**config.mk**
```make
export PLATFORM = sky130hd
export DESIGN_NAME = key_debounce_bank
export DESIGN_NICKNAME = d
export VERILOG_FILES = /design/src/rtl/key_debounce_bank_pkg.sv /design/src/rtl/key_debounce_ch.sv /design/src/rtl/key_debounce_bank.sv
export SDC_FILE = /design/constraint.sdc
export NUM_CORES = 1
export LEC_CHECK = 0
export ABC_AREA = 1
export BUFFER_PORTS_ARGS = -buffer_cell sky130_fd_sc_hd__buf_4
export CAP_MARGIN = 20
export CORE_MARGIN = 8
export CORE_UTILIZATION = 55
export DETAILED_ROUTE_END_ITERATION = 8
export PLACE_DENSITY_LB_ADDON = 0.15
export SYNTH_ARGS = -nofsm -noshare
export SYNTH_HDL_FRONTEND = slang
export SYNTH_HIERARCHICAL = 1
export SYNTH_SLANG_ARGS = --single-unit
```
**constraint.sdc**
```tcl
create_clock -name clock -period 1.5 [get_ports clock]
set_input_delay 0.15 -clock clock [delete_from_list [all_inputs] [get_ports clock]]
set_output_delay 0.15 -clock clock [all_outputs]
set_load 0.005 [all_outputs]
```
**src/rtl/key_debounce_bank_pkg.sv**
```systemverilog
// Shared types and constants for the key debounce bank.
// FSM state encoding, synchroniser depth and default debounce length.
package key_debounce_bank_pkg;

  typedef enum logic [1:0] {
    ST_REL        = 2'd0,
    ST_PRESS_WAIT = 2'd1,
    ST_PRESSED    = 2'd2,
    ST_REL_WAIT   = 2'd3
  } kdb_state_e;

  localparam int SYNC_DEPTH       = 2;
  localparam int DEF_DEBOUNCE_CYC = 230000;

endpackage

```
**src/rtl/key_debounce_ch.sv**
```systemverilog
// One debounced key channel: synchroniser, debounce FSM,
// saturating stability counter and registered edge pulses.
module key_debounce_ch
  import key_debounce_bank_pkg::*;
#(
  parameter int   DEBOUNCE_CYC = DEF_DEBOUNCE_CYC,
  parameter int   CNT_W        = 18,
  parameter logic ACT_LOW      = 1'b0
) (
  input  logic clock,
  input  logic reset_n,
  input  logic key_raw,
  output logic key_level,
  output logic key_rise,
  output logic key_fall
);

  localparam logic [CNT_W-1:0] CNT_LAST = CNT_W'(DEBOUNCE_CYC - 1);
  localparam logic [CNT_W-1:0] CNT_MAX  = '1;

  logic [SYNC_DEPTH-1:0] sync_q;
  logic                  synced;
  kdb_state_e            state_q;
  logic [CNT_W-1:0]      cnt_q;

  assign synced = sync_q[SYNC_DEPTH-1] ^ ACT_LOW;

  always_ff @(posedge clock or negedge reset_n) begin
    if (!reset_n) begin
      sync_q <= '0;
    end else begin
      sync_q <= {sync_q[SYNC_DEPTH-2:0], key_raw};
    end
  end

  always_ff @(posedge clock or negedge reset_n) begin
    if (!reset_n) begin
      state_q   <= ST_REL;
      cnt_q     <= '0;
      key_level <= 1'b0;
      key_rise  <= 1'b0;
      key_fall  <= 1'b0;
    end else begin
      key_rise <= 1'b0;
      key_fall <= 1'b0;
      unique case (state_q)
        ST_REL: begin
          cnt_q <= '0;
          if (synced) state_q <= ST_PRESS_WAIT;
        end
        ST_PRESS_WAIT: begin
          if (!synced) begin
            state_q <= ST_REL;
            cnt_q   <= '0;
          end else if (cnt_q == CNT_LAST) begin
            state_q   <= ST_PRESSED;
            cnt_q     <= '0;
            key_level <= 1'b1;
            key_rise  <= 1'b1;
          end else if (cnt_q != CNT_MAX) begin
            cnt_q <= cnt_q + CNT_W'(1);
          end
        end
        ST_PRESSED: begin
          cnt_q <= '0;
          if (!synced) state_q <= ST_REL_WAIT;
        end
        ST_REL_WAIT: begin
          // a bounce back high returns to PRESSED silently
          if (synced) begin
            state_q <= ST_PRESSED;
            cnt_q   <= '0;
          end else if (cnt_q == CNT_LAST) begin
            state_q   <= ST_REL;
            cnt_q     <= '0;
            key_level <= 1'b0;
            key_fall  <= 1'b1;
          end else if (cnt_q != CNT_MAX) begin
            cnt_q <= cnt_q + CNT_W'(1);
          end
        end
        default: begin
          state_q <= ST_REL;
          cnt_q   <= '0;
        end
      endcase
    end
  end

endmodule

```
**src/rtl/key_debounce_bank.sv**
```systemverilog
// Bank of debounced keys with sticky press flags and a
// CPU read port that can clear the flags it returns.
module key_debounce_bank
  import key_debounce_bank_pkg::*;
#(
  parameter int              N_CH         = 4,
  parameter int              DEBOUNCE_CYC = DEF_DEBOUNCE_CYC,
  parameter int              CNT_W        = 18,
  parameter logic [N_CH-1:0] ACT_LOW_MASK = '0,
  parameter bit              CLR_ON_READ  = 1'b1
) (
  input  logic            clock,
  input  logic            reset_n,
  input  logic [N_CH-1:0] keys_in,
  input  logic            rd_en,
  input  logic            clr_en,
  input  logic [N_CH-1:0] clr_mask,
  output logic [N_CH-1:0] key_level,
  output logic [N_CH-1:0] key_rise,
  output logic [N_CH-1:0] key_fall,
  output logic [N_CH-1:0] pending,
  output logic [15:0]     rd_data
);

  if ((64'd1 << CNT_W) < 64'(DEBOUNCE_CYC)) begin : g_cnt_w_bad
    $error("CNT_W too small for DEBOUNCE_CYC");
  end
  if (N_CH < 1 || N_CH > 16) begin : g_n_ch_bad
    $error("N_CH must be 1..16");
  end
  if (DEBOUNCE_CYC < 2) begin : g_deb_bad
    $error("DEBOUNCE_CYC must be >= 2");
  end

  for (genvar i = 0; i < N_CH; i++) begin : g_ch
    key_debounce_ch #(
      .DEBOUNCE_CYC (DEBOUNCE_CYC),
      .CNT_W        (CNT_W),
      .ACT_LOW      (ACT_LOW_MASK[i])
    ) u_ch (
      .clock     (clock),
      .reset_n   (reset_n),
      .key_raw   (keys_in[i]),
      .key_level (key_level[i]),
      .key_rise  (key_rise[i]),
      .key_fall  (key_fall[i])
    );
  end

  logic [N_CH-1:0] clr_bits;

  always_comb begin
    clr_bits = '0;
    if (clr_en) clr_bits = clr_bits | clr_mask;
    if (CLR_ON_READ && rd_en) clr_bits = clr_bits | pending;
  end

  // set is OR-ed last so a same-cycle clear never drops an event
  always_ff @(posedge clock or negedge reset_n) begin
    if (!reset_n) begin
      pending <= '0;
      rd_data <= '0;
    end else begin
      pending <= (pending & ~clr_bits) | key_rise;
      if (rd_en) rd_data <= 16'(pending);
    end
  end

endmodule

```
==> reports/summary.txt <==
Peak Freq = 0.585 GHz
Clock sinks = 108
Peak VDD IR = 1.01 mV
Largest net degree at the start of global routing = 37
WP data arrival = 1960 ps
Register bit count reported by yosys = 108
Worst Setup Start Kind = register
WL met2 = 10.2 mm
First-pass GRT wire length = 27.6 mm
Port bufs = 31
Avg Inst Size Synth = 7.17 sq um
Post-route insts no fill = 1223
Synth top area share = 41.6%
# setup viols final = 72
Final hold vios = 0
Critical R2R Launch = g_ch[3].u_ch/cnt_q[1]
Final WS setup = -210 ps
Final Wtd Congestion = 0.928
Synth top area cells = dfrtp_1 (42%), nand2_1 (13%), nand3_1 (9.2%)
Critical path cell sequence = ha_4 -> nand2_2 -> nor2_2 -> nand2_2 -> nor2_4 -> nand4_4 -> buf_12 -> a21oi_1 -> nor2_1
Hold Slack = 35.7 ps
Leak = 0.00444 uW
R2r setup slk = -210 ps
Syn Std Cell Area = 6500 sq um
CP top delay family = simple AND/OR/NAND/NOR gates
Initial Util = 56.7%
CTS tree = done
Worst path depth = 9
Antenna diodes = 0
Slew HR = 64.3%
Slew Limit Fails = 0
Drt wl/cell = 16.6 um
Endpoint class of the critical path = register
Final nets = 1091
Final period util = 114%
Pwr Density = 618 nW/um^2
HPWL after DPL = 11.2 mm
Post-route DRC = 0
Highest Signal Layer = met4
Routed wl met3 = 1.29 mm
Vias in the first global route = 6043
Commonest non-fill, non-tap cell in the layout = nand2_1
Die Wd = 125 um
Max Buffers Root-to-Sink = 2
CP Class = register to register
WP data required = 1750 ps
Least-Margin Pin Slew = 536 ps
CP most frequent cell = nand2_2
Io pins = 44
Worst reg2reg path depth = 9
Fraction of layout cells with a size suffix above 1 = 43.6%
Violated checks = negative setup slack
Hold Crit Class = primary input to register
Via density = 5.70
Unique masters post-synth = 26
Hold path depth = 4
Critical Path Max Stage Delay = 400 ps
Slowest cell on the critical path = dfrtp_1
Total die area = 15600 sq um
Critical path buffers and inverters = 1
Dominant cell type by area after synthesis = dfrtp_1
Clock Skew = 9.94 ps
Skew-Pair Late Insertion Delay = 370 ps
Htree depth = 3
Unrepaired setup endpoints after global routing = yes
Die Span Y = 125 um
Grt total ovfl = 0
# placed instances = 1150
CTS Buf Count = 9
Vias = 6972
Starting DRT DRC Count = 539
FP Rows = 39
Layout area overhead = 46.1%
HP Start = clr_mask[0]
Crit-path max FO = 7
Crit Reg-Reg Endpoint = g_ch[3].u_ch/cnt_q[9]
Min-Delay Endpoint = pending[0]
Initial antenna violation count = 0
Max-cap violations = 0
CORE AREA = 11500 sq um
Status = complete, but fails checks
All-Layer GR Usage = 21.1%
Clk root buf = clkbuf_16
Post-synthesis cell count = 906
Final min period = 1710 ps
Most frequent cells in the layout = nand2_1 (190), buf_4 (132), nor2_1 (114), inv_1 (90), dfrtp_1 (80)
Final ANT Viol Nets = 0
Synth Warn # = 6
Worst-path clk slew = 80 ps
Drt pass-1 iters = 7
Post-Route WL = 20.2 mm
Metal-1 WL = 8.09 mm
Seq/Total Area, Yosys = 41.6%
Final core utilization = 82.8%
[power breakdown]
| part | leakage, uW | internal, uW | switching [uW] |
|---|---|---|---|
| Clock | 0.000151 | 1360 | 1170 |
| Sequential | 0.00143 | 2930 | 24.6 |
| Combinational | 0.00286 | 148 | 231 |
| Total | 0.00444 | 4440 | 1420 |
[sequential cells by signal, indices dropped and copies added (netlist names), named ones only]
name,flops
g_ch.u_ch/cnt_q,72
g_ch.u_ch/key_fall,4
g_ch.u_ch/key_level,4
g_ch.u_ch/key_rise,4
g_ch.u_ch/state_q,4
g_ch.u_ch/sync_q,8
pending,4
rd_data,4
[area by class of cell]
class	instances	area, sq um
clock buffer	10	239
clock inverter	6	71.3
fill	653	1980
inverter	119	455
multi-input combinational	670	4350
sequential	108	2740
tap	143	179
timing repair buffer	167	1460
[worst max path at each step]
stage	start	end	slack, ps
3_3_place_gp	g_ch[1].u_ch/cnt_q[0]	g_ch[1].u_ch/cnt_q[9]	-320
5_1_grt	g_ch[3].u_ch/cnt_q[1]	g_ch[3].u_ch/cnt_q[9]	-270
2_1_floorplan	g_ch[1].u_ch/cnt_q[0]	g_ch[1].u_ch/cnt_q[2]	5
3_5_place_dp	g_ch[1].u_ch/cnt_q[0]	g_ch[1].u_ch/cnt_q[15]	-400
4_1_cts	g_ch[1].u_ch/cnt_q[1]	g_ch[1].u_ch/cnt_q[5]	-100
6_report	g_ch[3].u_ch/cnt_q[1]	g_ch[3].u_ch/cnt_q[9]	-210
[tightest hold or removal path, stage by stage]
cell and delay [ps]:
buf_4 70, nand2_1 40, nand3_1 50, nand2_1 40
[layer usage]
| metal | track usage [%] | vias to the layer above |
|---|---|---|
| li1 | - | 3235 |
| met1 | 26.5 | 3367 |
| met2 | 34.0 | 298 |
| met3 | 5.28 | 72 |
| met4 | 7.94 | 0 |
| met5 | 0 | - |
[Yosys cell counts]
cell / count
nand3_2: 6
buf_6: 6
a21oi_1: 40
nand3b_4: 2
nor3_1: 18
xor2_1: 4
conb_1: 1
a31o_2: 1
nor2_1: 148
nand4_1: 28
nand2_2: 8
nand4_4: 4
nand2_1: 226
clkinv_1: 2
nor3_2: 6
buf_4: 19
o21bai_1: 2
nor2_2: 15
nand3_1: 119
ha_1: 4
inv_2: 10
dfrtp_1: 108
inv_1: 107
o21ai_0: 9
nor2_4: 8
nand3b_1: 5
[timing repair]
action | CTS | global route
hold buffers | 5 | 0
setup buffers | 12 | 31
hold endpoints to repair | 34 | 0
gates cloned | 5 | 5
gates resized for setup | 39 | 277
endpoints found under the setup margin | 61 | 87
pin swaps | 15 | 107
[stage by stage]
stage | setup TNS (ps) | worst slack [ps] | area [sq um] | power, uW
2_1_floorplan | 0 | 4.98 | 6570 | 3170
3_3_place_gp | -4890 | -320 | 7460 | 3320
3_5_place_dp | -6370 | -404 | 7460 | 3320
4_1_cts | -1730 | -99.5 | 8130 | 5840
5_1_grt | -12790 | -274 | 9490 | 6020
6_report | -6090 | -210 | 9490 | 5870
[logic make-up after synthesis]
logic type,after synthesis,synth area share [%]
AOI/OAI and AO/OA,52,4.14
xor gates and xnor gates,4,0.539
adders and majority gates,4,0.770
buffers and inverters,144,10.1
DFF,108,41.6
other,1,0.0577
and+or+nand+nor,593,42.8
Power figures use the tool's default switching activity.
